--- src/rtl/hack_stream_pkg.sv ---
`default_nettype none
// ============================================================================
//  Module      : hack_stream_pkg
//  Description : Shared constants for the Hack bit-serial stream blocks
//                (upstream accumulator, word collector, harness).
//  Revision    : 1.0 - initial release
// ============================================================================
package hack_stream_pkg;

    localparam int HACK_WORD_WIDTH        = 16;
    localparam int DEFAULT_FIFO_DEPTH     = 4;
    localparam int DEFAULT_DROP_CNT_WIDTH = 8;

    // Width of a counter holding 0..HACK_WORD_WIDTH bits
    localparam int HACK_BIT_CNT_WIDTH     = $clog2(HACK_WORD_WIDTH) + 1;
    // Width of an occupancy counter holding 0..DEFAULT_FIFO_DEPTH words
    localparam int HACK_LEVEL_WIDTH       = $clog2(DEFAULT_FIFO_DEPTH) + 1;

endpackage
`default_nettype wire

--- src/rtl/word_fifo.sv ---
`default_nettype none
// ============================================================================
//  Module      : word_fifo
//  Description : Parameterised synchronous FIFO with combinational head
//                output and exact occupancy count. A push while full is
//                accepted only when a pop happens on the same edge.
//  Revision    : 1.0 - initial release
// ============================================================================
module word_fifo
    import hack_stream_pkg::*;
#(
    parameter int WIDTH = HACK_WORD_WIDTH,
    parameter int DEPTH = DEFAULT_FIFO_DEPTH
) (
    input  logic                     clk,
    input  logic                     reset,
    input  logic                     i_push,
    input  logic [WIDTH-1:0]         i_data,
    input  logic                     i_pop,
    output logic [WIDTH-1:0]         o_head,
    output logic [$clog2(DEPTH):0]   o_level,
    output logic                     o_full,
    output logic                     o_empty
);

    localparam int C_AW = $clog2(DEPTH);

    logic [WIDTH-1:0] r_mem [DEPTH];
    logic [C_AW-1:0]  r_wr_ptr;
    logic [C_AW-1:0]  r_rd_ptr;
    logic [C_AW:0]    r_level;

    logic w_empty;
    logic w_full;
    logic w_do_pop;
    logic w_do_push;

    assign w_empty   = (r_level == '0);
    assign w_full    = (r_level == (C_AW+1)'(DEPTH));
    assign w_do_pop  = i_pop & ~w_empty;
    // When full, the slot being written is the one being popped this edge
    assign w_do_push = i_push & (~w_full | w_do_pop);

    // Storage array: written at the write pointer, no reset needed
    always_ff @(posedge clk) begin
        if (w_do_push) begin
            r_mem[r_wr_ptr] <= i_data;
        end
    end

    // Pointer and occupancy tracking; pointers wrap naturally (power-of-two depth)
    always_ff @(posedge clk) begin
        if (reset) begin
            r_wr_ptr <= '0;
            r_rd_ptr <= '0;
            r_level  <= '0;
        end else begin
            if (w_do_push) begin
                r_wr_ptr <= r_wr_ptr + 1'b1;
            end
            if (w_do_pop) begin
                r_rd_ptr <= r_rd_ptr + 1'b1;
            end
            if (w_do_push && !w_do_pop) begin
                r_level <= r_level + 1'b1;
            end else if (w_do_pop && !w_do_push) begin
                r_level <= r_level - 1'b1;
            end
        end
    end

    // Head is forced to zero while empty so nothing stale is ever presented
    assign o_head  = w_empty ? '0 : r_mem[r_rd_ptr];
    assign o_level = r_level;
    assign o_full  = w_full;
    assign o_empty = w_empty;

endmodule
`default_nettype wire

--- src/rtl/serial_word_collector.sv ---
`default_nettype none
// ============================================================================
//  Module      : serial_word_collector
//  Description : Assembles a bit-serial stream LSB-first into words, buffers
//                them in a small FIFO behind a valid/ready interface, and
//                keeps debug counters for dropped words and aborted frames.
//  Revision    : 1.0 - initial release
// ============================================================================
module serial_word_collector
    import hack_stream_pkg::*;
#(
    parameter int WORD_WIDTH     = HACK_WORD_WIDTH,
    parameter int FIFO_DEPTH     = DEFAULT_FIFO_DEPTH,
    parameter int DROP_CNT_WIDTH = DEFAULT_DROP_CNT_WIDTH
) (
    input  logic                           clk,
    input  logic                           reset,
    input  logic                           bit_in,
    input  logic                           bit_valid,
    input  logic                           frame_sync,
    output logic [WORD_WIDTH-1:0]          word_out,
    output logic                           word_valid,
    input  logic                           word_ready,
    output logic [$clog2(WORD_WIDTH):0]    bit_count,
    output logic [$clog2(FIFO_DEPTH):0]    fifo_level,
    output logic                           overflow,
    output logic [DROP_CNT_WIDTH-1:0]      drop_count,
    output logic [DROP_CNT_WIDTH-1:0]      abort_count
);

    localparam int C_BCW  = $clog2(WORD_WIDTH) + 1;
    localparam int C_IDXW = $clog2(WORD_WIDTH);

    logic [WORD_WIDTH-1:0]     r_shift;
    logic [C_BCW-1:0]          r_bit_count;
    logic                      r_overflow;
    logic [DROP_CNT_WIDTH-1:0] r_drop_count;
    logic [DROP_CNT_WIDTH-1:0] r_abort_count;

    logic                      w_start;
    logic [C_BCW-1:0]          w_pos;
    logic [WORD_WIDTH-1:0]     w_next_word;
    logic                      w_complete;
    logic                      w_pop;
    logic                      w_full;
    logic                      w_empty;
    logic                      w_drop;
    logic                      w_abort;

    assign w_start = bit_valid & frame_sync;

    // Place the sampled bit: frame_sync restarts the word at position 0
    always_comb begin
        w_pos       = w_start ? '0 : r_bit_count;
        w_next_word = w_start ? '0 : r_shift;
        w_next_word[w_pos[C_IDXW-1:0]] = bit_in;
        w_complete  = bit_valid && (w_pos == C_BCW'(WORD_WIDTH - 1));
    end

    assign w_pop   = ~w_empty & word_ready;
    assign w_drop  = w_complete & w_full & ~w_pop;
    assign w_abort = w_start & (r_bit_count != '0);

    // Shift register and bit counter; a completed word leaves on the same edge
    always_ff @(posedge clk) begin
        if (reset) begin
            r_shift     <= '0;
            r_bit_count <= '0;
        end else if (bit_valid) begin
            if (w_complete) begin
                r_shift     <= '0;
                r_bit_count <= '0;
            end else begin
                r_shift     <= w_next_word;
                r_bit_count <= w_pos + 1'b1;
            end
        end
    end

    // Sticky overflow plus saturating drop and abort counters
    always_ff @(posedge clk) begin
        if (reset) begin
            r_overflow    <= 1'b0;
            r_drop_count  <= '0;
            r_abort_count <= '0;
        end else begin
            if (w_drop) begin
                r_overflow <= 1'b1;
                if (r_drop_count != '1) begin
                    r_drop_count <= r_drop_count + 1'b1;
                end
            end
            if (w_abort && (r_abort_count != '1)) begin
                r_abort_count <= r_abort_count + 1'b1;
            end
        end
    end

    word_fifo #(
        .WIDTH (WORD_WIDTH),
        .DEPTH (FIFO_DEPTH)
    ) u_word_fifo (
        .clk     (clk),
        .reset   (reset),
        .i_push  (w_complete),
        .i_data  (w_next_word),
        .i_pop   (word_ready),
        .o_head  (word_out),
        .o_level (fifo_level),
        .o_full  (w_full),
        .o_empty (w_empty)
    );

    assign word_valid  = ~w_empty;
    assign bit_count   = r_bit_count;
    assign overflow    = r_overflow;
    assign drop_count  = r_drop_count;
    assign abort_count = r_abort_count;

endmodule
`default_nettype wire
--- config.mk ---
export PLATFORM = sky130hd
export DESIGN_NAME = serial_word_collector
export DESIGN_NICKNAME = d
export VERILOG_FILES = /design/src/rtl/hack_stream_pkg.sv /design/src/rtl/word_fifo.sv /design/src/rtl/serial_word_collector.sv
export SDC_FILE = /design/constraint.sdc
export NUM_CORES = 1
export LEC_CHECK = 0
export CAP_MARGIN = 20
export CORE_MARGIN = 10
export CORE_UTILIZATION = 40
export CTS_CLUSTER_DIAMETER = 30
export DETAILED_ROUTE_END_ITERATION = 16
export GPL_TIMING_DRIVEN = 0
export PLACE_DENSITY = 0.65
export SYNTH_ARGS = -nofsm -noshare
export SYNTH_HDL_FRONTEND = slang
export SYNTH_SLANG_ARGS = --single-unit
--- constraint.sdc ---
create_clock -name clk -period 2.9 [get_ports clk]
set_input_delay 0.58 -clock clk [delete_from_list [all_inputs] [get_ports clk]]
set_output_delay 0.58 -clock clk [all_outputs]
set_load 0.1 [all_outputs]
==> flow_summary.toml, run 1 <==
[run_status]
status = "completed"

[worst_setup_path]
end_kind = "register"
worstSetupPathType = "in2reg"
arrival_ps = 3030
crit_path_start_kind = "input pin"
cp_max_fo = 10
r2r_cells = 9
r2r_setup_slack_ps = 410
cp.required_ps = 3180

[cts]
root_buffer = "clkbuf_16"
clk_path_buf_depth = 2
htreeDepth = 3
cts_sinks = 111
hold_buffers = 0
cts.reportedPaths.clkPinSlew_ps = 70
cts_tree = "built"
clk_latency_ps = 340
cts_made_buffers = 9

[final_layout]
layout.cells.most_common = "edfxtp_1"
antennaDiodeCount = 0
fin_nets = 455
layout-drive-gt1-share = 0.213
layout_common_cells = "edfxtp_1 (64), dfxtp_1 (43), clkdlybuf4s50_1 (28)"
area_delta_synth_final_pct = 19.8

[detailed_routing]
routed_wl_um = 10500
route.vias.total = 3261
firstDrtPassIters = 4
drt_iter0_markers = 138
routed_via_density = 5.55
route.detailed.drc = 0
drtAntennaViolNets = 0
wl_per_cell_um = 17.8

[logic_synthesis]
synth_seq_cells = 111
synth_warnings = 0
synthCells = 377
synth_top_area_cell = "edfxtp_1"
synth.top_cell.area_share = 0.393
ys.flop_type = "edfxtp_1"
synth_fp_nets = 395
async_reset_ff_frac = 0
ys_types = 50
ys_seq_area_frac = 0.585
syn_area_per_cell_um2 = 13.0
synth.area.top_cells = "edfxtp_1 (39%), dfxtp_1 (19%), mux4_2 (7.4%)"
syn_area_um2 = 4890
synth_edf_count = 64

[power]
leakage_nw = 2.16
p_per_area_nw_per_um2 = 548
vdd_drop_max_v = 0.000477
totalPowerFinal_mw = 3.22

[global_routing]
antenna_found_initial = 0
grt_pass1_wl_um = 17100
grtUsageTotal = 0.127
overflow = 0
grt_max_degree = 20
first_global_vias = 3307

[sta]
hold_ws_ps = 457
relSlewSlack = 0.316
period_needed_ps = 2750
max_slew.worst_pin.slew_ps = 1020
hold_viol = 0
setup_viol_count_final = 0
skew_ps = 7.23
drv_slew = 0
setup_tns_ps = 0
period_share = 0.948
fmax_mhz = 364
rsz0062_at_grt = "false"

[placed_design]
place.port_buffers = 46
place_congestion = 0.834
dp_hpwl_um = 7130

[die]
core_area_um2 = 12000
dieWidth_um = 131
start_util = 0.407
num_rows = 40
die_area_um2 = 17100
die_h_um = 131
ios = 48

[min_path]
hp-class = "reg2reg"
hold_depth = 2

[job]
max_cap_violations = 0
[cells in the mapped netlist, drive strengths merged, types with 8 or more instances]
| cell type | number |
|---|---|
| a21oi | 19 |
| a22o | 15 |
| and2 | 23 |
| clkbuf | 13 |
| dfxtp | 47 |
| edfxtp | 64 |
| ha | 11 |
| inv | 11 |
| mux2i | 14 |
| mux4 | 16 |
| nand2 | 18 |
| nand3 | 13 |
| nand3b | 9 |
| nor2 | 25 |
| o21ai | 8 |
| or3 | 8 |
[what timing repair did]
item | 4_1_cts | 5_1_grt
pin swaps | 2 | 3
buffers inserted | 2 | 2
gates resized for setup | 46 | 35
endpoints found under the setup margin | 93 | 81
[sequential cells by signal, summed over array words and instances (netlist names), named ones only]
signal	cells
u_word_fifo.r_mem	64
abort_count	8
u_word_fifo.r_wr_ptr	2
drop_count	8
bit_count	5
r_shift	16
overflow	1
u_word_fifo.r_rd_ptr	2
u_word_fifo.o_level	3
[layout make-up]
type                    instances  area [um^2]
fillers                      1092         6150
flip-flops and latches        111         2870
multi-input cells             234         1930
repair buffers                 50          410
clock buffers                   9          225
well taps                     147          184
plain buffers                  20          126
clock inverters                 6         78.8
inverters                      11         41.3
[report_power, final]
part / total, mW / switching (mW) / internal, mW
combinational: 0.288 / 0.218 / 0.0702
sequential: 1.67 / 0.00856 / 1.66
clock: 1.26 / 0.578 / 0.684
total: 3.22 / 0.805 / 2.41
[logic make-up after synthesis]
| group | Yosys count | share of synthesized area |
|---|---|---|
| buffers and inverters | 32 | 0.0307 |
| xor gates and xnor gates | 5 | 0.00895 |
| and+or+nand+nor | 123 | 0.147 |
| AOI/OAI and AO/OA | 63 | 0.0913 |
| adders and majority gates | 12 | 0.0322 |
| muxes | 31 | 0.105 |
| DFF | 111 | 0.585 |
[path summary, 6_finish.rpt]
check,start,end
max,bit_valid,u_word_fifo.o_level[2]
min,overflow,overflow
max reg2reg,u_word_fifo.o_level[2],u_word_fifo.o_level[2]
min reg2reg,overflow,overflow
[critical path, stage by stage]
cell and delay [ps]:
dlygate4sd2_1 270, clkbuf_8 170, nand2_4 100, nand2_1 110, inv_2 100, ha_4 180
nand3_4 100, nor3_4 170, ha_2 220, inv_1 50, fa_1 370, xor2_1 150
or3_1 300, a21oi_1 140
[through the flow]
step / utilization / instances / worst slack [ps] / instance area (um^2)
4_1_cts: 0.493 / 587 / -134 / 5920
6_report: 0.488 / 588 / 150 / 5860
5_1_grt: 0.488 / 588 / 20.9 / 5860
3_5_place_dp: 0.465 / 570 / -700 / 5580
3_3_place_gp: 0.465 / 570 / -642 / 5580
2_1_floorplan: - / 377 / -235 / 4940
[per-layer routing]
metal | wire (um) | track usage | up-vias
met5 | 0 | 0 | -
li1 | - | - | 1546
met2 | 4880 | 0.200 | 84
met3 | 813 | 0.0443 | 11
met4 | 148 | 0.0399 | 0
met1 | 4610 | 0.159 | 1620
(Power assumes the default switching activity.)
==> run 2: changes to the inputs <==
- CAP_MARGIN: 20 -> not set
- SKIP_CTS_REPAIR_TIMING: not set -> 1
==> run 2 against run 1 <==
Effect of this change: die area unchanged; register-to-register slack about the same; count of clock-buffer cells in the layout is the same; critical path depth is 13 lower; sequential power is essentially flat; utilization rose by 0.33 points; largest cell class unchanged; highest routed layer unchanged.
==> flow_summary.toml, run 2 (synthesis gave the netlist of run 1 again) <==
[worst_setup_path]
cp_max_fo = 10
arrival_ps = 2170
reg2reg_from = "u_word_fifo.o_level[2]"
crit_path_start_kind = "register"
critPathTopFamily = "buffers and inverters"
slowest_delay_ps = 1230
worstSetupPathType = "reg2out"
cp_cell_sequence = "clkdlybuf4s50_1"
cp_num_buf_inv = 1
cp_slowest_cell = "clkdlybuf4s50_1"
crit_path_start = "bit_count[3]"
cp.required_ps = 2320
end_kind = "primary output"

[cts]
clk_path_buf_depth = 2
root_buffer = "clkbuf_16"
cts_sinks = 111
cts_made_buffers = 9
clk_latency_ps = 340
cts.reportedPaths.clkPinSlew_ps = 70
cts_tree = "built"
htreeDepth = 3

[global_routing]
grt_pass1_wl_um = 17000
first_global_vias = 3294
grt_max_degree = 20
antenna_found_initial = 0
overflow = 0
grtUsageTotal = 0.126

[sta]
setup_tns_ps = 0
relSlewSlack = 0.317
period_share = 0.948
max_slew.worst_pin.slew_ps = 1020
setup_viol_count_final = 0
fmax_mhz = 364
rsz0062_at_grt = "false"
hold_viol = 0
setup_ws_ps = 150
hold_ws_ps = 460
drv_slew = 0
skew_ps = 6.47
period_needed_ps = 2750

[die]
dieWidth_um = 131
num_rows = 40
start_util = 0.407
die_h_um = 131
core_area_um2 = 12000
ios = 48
die_area_um2 = 17100

[final_layout]
top_register = "u_word_fifo.r_mem"
area_delta_synth_final_pct = 20.7
layout.cells.most_common = "edfxtp_1"
layout-drive-gt1-share = 0.200
largest_reg_flops = 64
antennaDiodeCount = 0
layout_common_cells = "edfxtp_1 (64), dfxtp_1 (43), clkdlybuf4s50_1 (28)"
fin_nets = 455
fin_util = 0.491
top_regs = "u_word_fifo.r_mem x64, r_shift x16"

[placed_design]
dp_hpwl_um = 7130
place_congestion = 0.834
place.port_buffers = 46
place_ws_ps = -700

[detailed_routing]
drt_iter0_markers = 142
routed_wl_um = 10500
firstDrtPassIters = 4
drtAntennaViolNets = 0
routed_via_density = 5.50
route.vias.total = 3233
route.detailed.drc = 0
wl_per_cell_um = 17.9

[min_path]
hold_start = "overflow"
hp-class = "reg2reg"

[run_status]
status = "completed"

[job]
max_cap_violations = 0

[power]
vdd_drop_max_v = 0.000475
leakage_nw = 2.27
p_per_area_nw_per_um2 = 545
## run 2: changes by cell type in the layout (fill, tap and decap cells not counted), sizes merged
cell | before | now
clkbuf | 27 | 22
clkdlybuf4s15 | 1 | 0
dlygate4sd2 | 1 | 0
dlymetal6s2s | 0 | 7
## run 2: power breakdown
group          leakage [nW]  internal (mW)  total, mW  switching [mW]
Combinational          1.08         0.0749      0.293           0.219
Clock                 0.150          0.684       1.26           0.577
Sequential             1.04           1.66       1.67         0.00854
Total                  2.27           2.42       3.22           0.804
## run 2: final timing paths
check	endpoint	depth (start not counted)	slack [ps]
worst max-delay path	bit_count[3]	1	150
worst min-delay path	overflow	2	460
worst max register to register	u_word_fifo.o_level[2]	9	400
worst min register to register	overflow	2	460
## run 2: metrics by stage
step | power (mW) | std cells | area [um^2]
2_1_floorplan | 1.93 | 377 | 4940
3_3_place_gp | 2.00 | 570 | 5580
3_5_place_dp | 2.00 | 570 | 5580
4_1_cts | 3.25 | 585 | 5880
5_1_grt | 3.31 | 588 | 5900
6_report | 3.22 | 588 | 5900
## run 2: area by class of cell
cell class                 count  area [um^2]
timing repair buffer          50          453
multi-input combinational    234         1930
buffer                        20          124
clock buffer                   9          225
fill                        1094         6110
tap                          147          184
inverter                      11         41.3
clock inverter                 6         78.8
sequential                   111         2870
## run 2: metal layers
metal | vias up | share of wire | track usage
li1 | 1536 | - | -
met1 | 1604 | 0.45 | 0.158
met2 | 82 | 0.46 | 0.200
met3 | 11 | 0.072 | 0.0443
met4 | 0 | 0.014 | 0.0399
met5 | - | 0 | 0
